==> config.mk <==
export PLATFORM = sky130hd
export DESIGN_NAME = seg7_scan_ctrl_flat
export DESIGN_NICKNAME = d
export VERILOG_FILES = /design/src/rtl/seg7_scan_if.sv /design/src/rtl/seg7_scan_ctrl.sv /design/src/flat_wrapper.sv
export SDC_FILE = /design/constraint.sdc
export NUM_CORES = 1
export LEC_CHECK = 0
export ABC_AREA = 1
export CORE_ASPECT_RATIO = 0.5
export CORE_UTILIZATION = 56
export DETAILED_ROUTE_END_ITERATION = 8
export PLACE_DENSITY = 0.79
export SYNTH_ARGS = -nofsm -noshare
export SYNTH_HDL_FRONTEND = slang
export SYNTH_SLANG_ARGS = --single-unit
==> constraint.sdc <==
create_clock -name clk -period 2.4 [get_ports clk]
set_input_delay 0.36 -clock clk [delete_from_list [all_inputs] [get_ports clk]]
set_output_delay 0.36 -clock clk [all_outputs]
set_load 0.1 [all_outputs]
==> src/rtl/seg7_scan_if.sv <==
// Image load bus for seg7_scan_ctrl: parallel hex image, masks, brightness,
// load strobe, and the pending-commit flag returned by the scanner.
interface seg7_scan_if #(
    parameter int NUM_DIGITS = 8
);
    logic [4*NUM_DIGITS-1:0] i_digits;
    logic [NUM_DIGITS-1:0]   i_dp;
    logic [NUM_DIGITS-1:0]   i_blank;
    logic [3:0]              i_bright;
    logic                    i_load;
    logic                    o_pending;

    modport master (
        output i_digits, i_dp, i_blank, i_bright, i_load,
        input  o_pending
    );

    modport slave (
        input  i_digits, i_dp, i_blank, i_bright, i_load,
        output o_pending
    );
endinterface

==> src/rtl/seg7_scan_ctrl.sv <==
// Multiplexed common-anode seven-segment scanner with a double-buffered image
// committed at frame wraps. Define SEG7_SCAN_DIM_EN to enable PWM dimming.
module seg7_scan_ctrl #(
    parameter int NUM_DIGITS    = 8,
    parameter int PRESCALE_LOG2 = 14,
    parameter int BLANK_CYCLES  = 4
) (
    input  logic                  clk,
    input  logic                  rstn,
    seg7_scan_if.slave            bus,
    output logic                  o_frame,
    output logic [NUM_DIGITS-1:0] AN,
    output logic [6:0]            seg_n,
    output logic                  dp_n
);
    localparam int IDX_W = (NUM_DIGITS > 1) ? $clog2(NUM_DIGITS) : 1;
    localparam logic [IDX_W-1:0]         LAST_IDX  = IDX_W'(NUM_DIGITS - 1);
    localparam logic [PRESCALE_LOG2-1:0] BLANK_CNT = PRESCALE_LOG2'(BLANK_CYCLES);

    logic [PRESCALE_LOG2-1:0] slot_cnt_reg;
    logic [IDX_W-1:0]         idx_reg;
    logic                     terminal;
    logic                     wrap;

    logic [4*NUM_DIGITS-1:0]  stg_digits_reg, act_digits_reg;
    logic [NUM_DIGITS-1:0]    stg_dp_reg, act_dp_reg;
    logic [NUM_DIGITS-1:0]    stg_blank_reg, act_blank_reg;
    logic                     pending_reg;
`ifdef SEG7_SCAN_DIM_EN
    logic [3:0]               stg_bright_reg, act_bright_reg;
`endif

    logic [NUM_DIGITS-1:0]    an_sel;
    logic [3:0]               cur_digit;
    logic                     gate;
    logic                     lit;
    logic [NUM_DIGITS-1:0]    an_next, an_reg;
    logic [6:0]               seg_next, seg_reg;
    logic                     dp_next, dp_reg;
    logic                     frame_reg;

    function automatic logic [6:0] hex_to_seg(input logic [3:0] h);
        case (h)
            4'h0: hex_to_seg = 7'b0000001;
            4'h1: hex_to_seg = 7'b1001111;
            4'h2: hex_to_seg = 7'b0010010;
            4'h3: hex_to_seg = 7'b0000110;
            4'h4: hex_to_seg = 7'b1001100;
            4'h5: hex_to_seg = 7'b0100100;
            4'h6: hex_to_seg = 7'b0100000;
            4'h7: hex_to_seg = 7'b0001111;
            4'h8: hex_to_seg = 7'b0000000;
            4'h9: hex_to_seg = 7'b0000100;
            4'hA: hex_to_seg = 7'b0001000;
            4'hB: hex_to_seg = 7'b1100000;
            4'hC: hex_to_seg = 7'b0110001;
            4'hD: hex_to_seg = 7'b1000010;
            4'hE: hex_to_seg = 7'b0110000;
            default: hex_to_seg = 7'b0111000;
        endcase
    endfunction

    assign terminal = &slot_cnt_reg;
    assign wrap     = terminal && (idx_reg == LAST_IDX);

    always_ff @(posedge clk or negedge rstn) begin
        if (!rstn) begin
            slot_cnt_reg <= '0;
            idx_reg      <= '0;
        end else begin
            slot_cnt_reg <= slot_cnt_reg + 1'b1;
            if (terminal) begin
                idx_reg <= (idx_reg == LAST_IDX) ? '0 : idx_reg + 1'b1;
            end
        end
    end

    // A load coinciding with the wrap bypasses staging so it is not lost for a frame.
    always_ff @(posedge clk or negedge rstn) begin
        if (!rstn) begin
            stg_digits_reg <= '0;
            stg_dp_reg     <= '0;
            stg_blank_reg  <= '1;
            act_digits_reg <= '0;
            act_dp_reg     <= '0;
            act_blank_reg  <= '1;
            pending_reg    <= 1'b0;
`ifdef SEG7_SCAN_DIM_EN
            stg_bright_reg <= 4'hF;
            act_bright_reg <= 4'hF;
`endif
        end else begin
            if (bus.i_load) begin
                stg_digits_reg <= bus.i_digits;
                stg_dp_reg     <= bus.i_dp;
                stg_blank_reg  <= bus.i_blank;
`ifdef SEG7_SCAN_DIM_EN
                stg_bright_reg <= bus.i_bright;
`endif
            end
            if (wrap) begin
                if (bus.i_load) begin
                    act_digits_reg <= bus.i_digits;
                    act_dp_reg     <= bus.i_dp;
                    act_blank_reg  <= bus.i_blank;
`ifdef SEG7_SCAN_DIM_EN
                    act_bright_reg <= bus.i_bright;
`endif
                end else if (pending_reg) begin
                    act_digits_reg <= stg_digits_reg;
                    act_dp_reg     <= stg_dp_reg;
                    act_blank_reg  <= stg_blank_reg;
`ifdef SEG7_SCAN_DIM_EN
                    act_bright_reg <= stg_bright_reg;
`endif
                end
                pending_reg <= 1'b0;
            end else if (bus.i_load) begin
                pending_reg <= 1'b1;
            end
        end
    end

    assign bus.o_pending = pending_reg;

    generate
        for (genvar gi = 0; gi < NUM_DIGITS; gi++) begin : g_an_sel
            assign an_sel[gi] = (idx_reg == IDX_W'(gi));
        end
    endgenerate

    always_comb begin
        cur_digit = act_digits_reg[{idx_reg, 2'b00} +: 4];
        gate      = 1'b1;
`ifdef SEG7_SCAN_DIM_EN
        // Top four slot bits form a 16-step PWM ramp within each slot.
        gate      = (slot_cnt_reg[PRESCALE_LOG2-1 -: 4] <= act_bright_reg);
`endif
        lit       = (slot_cnt_reg >= BLANK_CNT) && !act_blank_reg[idx_reg] && gate;
        an_next   = '1;
        seg_next  = 7'h7F;
        dp_next   = 1'b1;
        if (lit) begin
            an_next  = ~an_sel;
            seg_next = hex_to_seg(cur_digit);
            dp_next  = ~act_dp_reg[idx_reg];
        end
    end

    always_ff @(posedge clk or negedge rstn) begin
        if (!rstn) begin
            an_reg    <= '1;
            seg_reg   <= 7'h7F;
            dp_reg    <= 1'b1;
            frame_reg <= 1'b0;
        end else begin
            an_reg    <= an_next;
            seg_reg   <= seg_next;
            dp_reg    <= dp_next;
            frame_reg <= wrap;
        end
    end

    assign AN      = an_reg;
    assign seg_n   = seg_reg;
    assign dp_n    = dp_reg;
    assign o_frame = frame_reg;
endmodule

==> src/flat_wrapper.sv <==
// flat-port wrapper written by rule: the top's interface ports become plain ports
module seg7_scan_ctrl_flat 
#(
    parameter int NUM_DIGITS    = 8,
    parameter int PRESCALE_LOG2 = 14,
    parameter int BLANK_CYCLES  = 4
)
  (clk, rstn, o_frame, AN, seg_n, dp_n, bus_i_digits, bus_i_dp, bus_i_blank, bus_i_bright, bus_i_load, bus_o_pending);
  seg7_scan_if #(.NUM_DIGITS(NUM_DIGITS)) bus_i ();
  input  logic clk;
  input  logic rstn;
  output logic o_frame;
  output logic [NUM_DIGITS-1:0] AN;
  output logic [6:0] seg_n;
  output logic dp_n;
  input wire logic [$bits(bus_i.i_digits)-1:0] bus_i_digits;
  input wire logic [$bits(bus_i.i_dp)-1:0] bus_i_dp;
  input wire logic [$bits(bus_i.i_blank)-1:0] bus_i_blank;
  input wire logic [$bits(bus_i.i_bright)-1:0] bus_i_bright;
  input wire logic [$bits(bus_i.i_load)-1:0] bus_i_load;
  output wire logic [$bits(bus_i.o_pending)-1:0] bus_o_pending;
  assign bus_i.i_digits = bus_i_digits;
  assign bus_i.i_dp = bus_i_dp;
  assign bus_i.i_blank = bus_i_blank;
  assign bus_i.i_bright = bus_i_bright;
  assign bus_i.i_load = bus_i_load;
  assign bus_o_pending = bus_i.o_pending;
  seg7_scan_ctrl #(.NUM_DIGITS(NUM_DIGITS), .PRESCALE_LOG2(PRESCALE_LOG2), .BLANK_CYCLES(BLANK_CYCLES)) u_core (.clk(clk), .rstn(rstn), .bus(bus_i), .o_frame(o_frame), .AN(AN), .seg_n(seg_n), .dp_n(dp_n));
endmodule
==> metrics.csv, run 1 <==
stage,metric,value,unit
status,status,"complete, no violations",
setup_path,endpoint_kind,register,
setup_path,cp_data_required_time,2.73,ns
finish,layout_commonest_cell,nand2_1,
synth,synth_area,5980,um2
synth,synth_top_family_by_area,simple AND/OR/NAND/NOR gates,
sta,finalHoldViolCount,0,
floorplan,rows,26,
place,gp_congestion,0.824,
synth,synth_fa_ha_area_frac,0.0293,
cts,cts_tree,built,
drt,drtIter0Drc,523,
cts,ctsRootBufferMaster,clkbuf_16,
synth,syn-num-nets,788,
drt,avgViaCountPerCell,5.37,
place,preCtsSetupSlack,0.382,ns
drt,remaining_drc_errors,0,
global_route,gr-total-overflow,0,
finish,layout-drive-gt1-share,0.134,
cts,cts-resized-gates,0,
finish,nets,859,
synth,syn_avg_cell_area,8.32,um2
sta,finalMaxSlewViolations,0,
sta,fin_crit_sh,0.884,
sta,rsz0062_at_grt,false,
cts,post_cts_buffers,0,
synth,synth_warnings,0,
setup_path,cp_max_fo,27,
synth,synth-seq-area-share,0.555,
drt,dr.pass1.iters,5,
cts,clkSinkCount,131,
sta,maxSlewHeadroom,0.521,
flow_run,cap_violations,0,
drt,ant_nets,0,
floorplan,pin_count,73,
finish,area_growth,24.5,%
cts,numCtsBuffers,17,
synth,synth-xor-area-share,0.0161,
floorplan,die_w,148,um
power_and_ir_drop,p_per_area,711,nW/um2
setup_path,critPathLaunchType,register,
finish,antennaDiodeCount,0,
place,placed_cells,910,
cts,cts.clk_slew.worst_paths,0.06,ns
floorplan,die_area,11100,um2
cts,hold_buffers,1,
drt,routedWlPerCell,14.9,um
synth,synth_compound_gate_area_share,0.0134,
global_route,grt_use_total,0.274,
sta,max_slew.worst_pin.slew,0.713,ns
sta,fmaxAchievable,471,MHz
global_route,grt_pass1_vias,4793,
finish,final_cell_mix,"332 x nand2_1, 99 x dfrtp_1, 51 x nand4_1",
sta,setup_viol,0,
synth,yosys-mux-area-fraction,0,
power_and_ir_drop,irDropWorstVdd,0.479,mV
synth,syn_inst,719,
sta,finalClockSkew,0.00696,ns
floorplan,chipHeight,75.1,um
setup_path,arrival,2.45,ns
drt,wirelength,14000,um
synth,yosys.area_share.simple,0.328,
floorplan,core-area,10300,um2
global_route,antenna_found_initial,0,
synth,yosysUniqueCellTypes,26,
cts,insertion_delay,0.41,ns
cts,cts_buffer_depth,2,
power_and_ir_drop,p_leak,3.81,nW
sta,setup_ws,0.278,ns
sta,period_needed,2.12,ns
place,portBuffers,68,
place,dp_hpwl,8970,um
setup_path,critPathKind,register to register,
cts,htree_num_levels,4,
global_route,grt_pass1_wl,23200,um
sta,tns,0,ns
synth,ys_seq_elements,131,
global_route,grt_max_degree,75,
finish,layout.cells.non_filler,943,
drt,vias,5064,
floorplan,initial_core_util,0.582,
hold_path,hold_path_class,register to register,
-- kinds of logic after synthesis --
logic type | after synthesis
AO/OA/AOI/OAI | 14
XOR/XNOR | 11
adder cells (fa/ha/maj) | 14
buffers and inverters | 88
flip-flops | 131
AND/OR/NAND/NOR | 461
-- cell usage after synthesis, drive strengths merged --
cell type	count	area, um2
nand3	51	265
inv	47	176
nor4	1	6.26
nor2	22	85.1
dfstp	32	841
xor2	8	70.1
ha	14	175
o21ai	9	45.0
nor3	3	26.3
buf	12	67.6
a32o	2	20.0
dfrtp	99	2480
nand4	52	332
clkinv	1	3.75
xnor2	3	26.3
clkbuf	28	105
nand2	332	1250
a21oi	3	15.0
-- path summary, 6_finish.rpt --
check	startpoint	end	slack [ns]	cells past startpoint
worst max-delay path	u_core.idx_reg[0]	u_core.seg_n[6]	0.28	11
worst min register to register	u_core.act_blank_reg[3]	u_core.act_blank_reg[3]	0.47	2
worst max register to register	u_core.idx_reg[0]	u_core.seg_n[6]	0.28	11
max in group asynchronous	rstn	u_core.act_blank_reg[0]	1.50	3
worst min-delay path	u_core.act_blank_reg[3]	u_core.act_blank_reg[3]	0.47	2
min in group asynchronous	rstn	u_core.slot_cnt_reg[2]	0.50	3
-- per-stage QoR --
| step | hold slack, ns | total power (W) | instance area [um2] | util |
|---|---|---|---|---|
| floorplan | 0.0644 | 0.00244 | 5980 | - |
| global placement | 0.385 | 0.00260 | 6820 | 0.663 |
| detailed placement | 0.390 | 0.00261 | 6820 | 0.663 |
| CTS | 0.466 | 0.00533 | 7450 | 0.724 |
| global route | 0.481 | 0.00545 | 7450 | 0.724 |
| finish | 0.466 | 0.00529 | 7450 | 0.724 |
-- layout make-up --
type | instances | area, um2
flip-flops and latches | 131 | 3320
multi-input cells | 500 | 2310
fillers | 772 | 2830
clock inverters | 9 | 153
inverters | 48 | 180
clock buffers | 23 | 468
well taps | 140 | 175
repair buffers | 92 | 841
-- layer usage --
metal,up-vias,global-route usage,part of all wire
li1,2420,-,-
met3,27,0.0545,0.068
met5,-,0,0
met4,0,0.109,0.016
met2,191,0.439,0.47
met1,2426,0.375,0.45
-- power breakdown --
group | total, W | internal, W | switching (W)
clock network | 0.00272 | 0.00179 | 0.000929
logic | 0.000261 | 0.000117 | 0.000144
registers | 0.00231 | 0.00229 | 0.0000189
total | 0.00529 | 0.00420 | 0.00109
-- worst max-delay path: stages, from the launching register on --
cell	delay, ns
dfrtp_1	0.37
buf_4	0.32
nand2_1	0.09
nand3_1	0.10
nand3_1	0.15
nand2_1	0.25
inv_1	0.12
ha_1	0.26
inv_1	0.11
nand3_1	0.09
nand3_1	0.10
nand3_1	0.08
(Power assumes the default switching activity.)
==> run 2, diff against run 1 <==
Settings changed: CORE_UTILIZATION 56 to 63, DONT_BUFFER_PORTS set to 1, PLACE_DENSITY 0.79 to 0.78.
==> run 2 against run 1 <==
  * The flow now finishes with violations (negative hold slack)
  * Count of clock-buffer cells in the layout decreased by 2
  * Critical path type unchanged
  * Via count down 6.6%
  * Design area is 11% lower
  * Non-clock buffer count down 77
  * Die area decreased by 11%
  * Sequential cell count unchanged
  * Sequential power is essentially flat
  * Global-route usage increased by 0.41 points
  * Register-to-register slack worse by 0.11 ns
  * Core utilization is 1.4 points higher
  * Fmax down 4.9%
==> metrics.csv, run 2 (same netlist as run 1, synthesis figures left out) <==
stage,metric,value,unit,change
place,portBuffers,0,,-100%
sta,finalClockSkew,0.00778,ns,+0.000829 ns
sta,period_needed,2.23,ns,+0.110 ns
drt,drtIter0Drc,359,,-31%
sta,tns,0,ns,unchanged
drt,remaining_drc_errors,0,,unchanged
cts,htree_num_levels,4,,unchanged
drt,vias,4732,,-6.6%
sta,rsz0062_at_grt,false,,
finish,layout-drive-gt1-share,0.114,,-0.0202
setup_path,critPathKind,register to register,,
setup_path,rrSetupSlack,0.17,ns,-0.11 ns
global_route,antenna_found_initial,0,,unchanged
setup_path,ff2ff_path_depth,11,,unchanged
sta,finalHoldViolCount,131,,+131
finish,layout.cells.non_filler,843,,-11%
cts,cts.clk_slew.worst_paths,0.06,ns,about the same
finish,layout_commonest_cell,nand2_1,,
status,status,"complete, but fails checks",,
finish,antennaDiodeCount,0,,unchanged
place,placed_cells,811,,-11%
drt,routedWlPerCell,15.1,um,+1.1%
power_and_ir_drop,p_per_area,720,nW/um2,+1.4%
sta,max_slew.worst_pin.slew,0.860,ns,+0.147 ns
power_and_ir_drop,p_total,0.00476,W,-10%
cts,post_cts_buffers,0,,unchanged
sta,hold_ws,-0.357,ns,-0.824 ns
global_route,grt_pass1_wl,21100,um,-9.0%
floorplan,initial_core_util,0.669,,+0.0866
floorplan,core-area,8950,um2,-13%
floorplan,die_area,9910,um2,-11%
flow_run,cap_violations,0,,unchanged
floorplan,die_w,140,um,-5.6%
cts,ctsRootBufferMaster,clkbuf_16,,
setup_path,endpoint_kind,register,,
cts,numCtsBuffers,17,,unchanged
drt,avgViaCountPerCell,5.61,,+4.5%
sta,setup_viol,0,,unchanged
finish,final_cell_mix,"332 x nand2_1, 99 x dfrtp_1, 51 x nand4_1",,
sta,finalMaxSlewViolations,0,,unchanged
place,dp_hpwl,8030,um,-10%
cts,cts_tree,built,,
floorplan,rows,24,,-7.7%
power_and_ir_drop,p_leak,3.43,nW,-9.9%
sta,fin_crit_sh,0.930,,+0.0457
cts,clkSinkCount,131,,unchanged
setup_path,cp_max_fo,27,,unchanged
global_route,gr-total-overflow,0,,unchanged
setup_path,critPathLaunchType,register,,
drt,ant_nets,0,,unchanged
setup_path,cp_data_required_time,2.73,ns,about the same
place,gp_congestion,0.886,,+7.5%
drt,dr.pass1.iters,5,,unchanged
sta,fmaxAchievable,448,MHz,-4.9%
power_and_ir_drop,irDropWorstVdd,0.616,mV,+29%
floorplan,chipHeight,70.9,um,-5.6%
global_route,grt_pass1_vias,4345,,-9.3%
hold_path,hold_path_class,input port to asynchronous set/reset pin,,
cts,insertion_delay,0.41,ns,about the same
global_route,grt_max_degree,132,,+76%
global_route,grt_use_total,0.278,,+0.00410
status,violations,negative hold slack,,
setup_path,worstReg2RegStart,u_core.idx_reg[0],,
finish,area_growth,10.5,%,
cts,cts_buffer_depth,2,,unchanged
sta,maxSlewHeadroom,0.427,,-0.0941
finish,nets,782,,-9.0%
floorplan,pin_count,73,,unchanged
setup_path,r2r_end,u_core.seg_n[6],,
setup_path,arrival,2.56,ns,+0.11 ns
drt,wirelength,12700,um,-9.6%
## run 2: report_power, final
group	internal [W]	switching (W)
Clock	0.00143	0.000910
Combinational	0.0000353	0.0000725
Sequential	0.00229	0.0000195
Total	0.00376	0.00100
## run 2: area by class of cell
type | instances | area (um2)
Inverter | 48 | 184
Clock inverter | 11 | 87.6
Sequential cell | 131 | 3320
Fill cell | 700 | 2340
Tap cell | 117 | 146
Clock buffer | 21 | 450
Timing Repair Buffer | 15 | 113
Multi-Input combinational cell | 500 | 2310
## run 2: how the worst max path moves through the flow
stage                            from         endpoint  slack (ns)  cells after the start
floorplan           u_core.idx_reg[0]  u_core.seg_n[6]        0.40                     13
global placement    u_core.idx_reg[0]  u_core.seg_n[6]        0.29                     12
detailed placement  u_core.idx_reg[0]  u_core.seg_n[6]        0.24                     12
CTS                 u_core.idx_reg[0]  u_core.seg_n[6]        0.16                     12
global route        u_core.idx_reg[0]  u_core.seg_n[6]        0.08                     12
finish              u_core.idx_reg[0]  u_core.seg_n[6]        0.17                     11
## run 2: repair_timing
action,4_1_cts,5_1_grt
hold endpoints to repair,131,131
gates resized for setup,0,1
setup endpoints to repair,0,1
## run 2: metrics by stage
| step | instance area, um2 | utilization | setup WS, ns |
|---|---|---|---|
| after global routing | 6610 | 0.739 | 0.0844 |
| final | 6610 | 0.739 | 0.168 |
| after detailed placement | 6070 | 0.678 | 0.244 |
| after global placement | 6070 | 0.678 | 0.286 |
| after floorplan | 5980 | - | 0.400 |
| after CTS | 6610 | 0.738 | 0.156 |
## run 2: per-layer routing
metal / global-route usage / wire, um / vias to the layer above
met5: 0 / 0 / -
met4: 0.103 / 151 / 0
met3: 0.0677 / 819 / 19
met2: 0.428 / 5830 / 166
met1: 0.388 / 5890 / 2278
li1: - / - / 2269
## run 2: critical path, stage by stage, from the launching register on
cell and delay (ns):
dfrtp_1 0.38, buf_4 0.32, nand2_1 0.12, nand3_1 0.10, nand3_1 0.10, nand2_1 0.27, inv_1 0.14, ha_1 0.28
inv_1 0.11, nand3_1 0.11, nand3_1 0.13, nand3_1 0.09
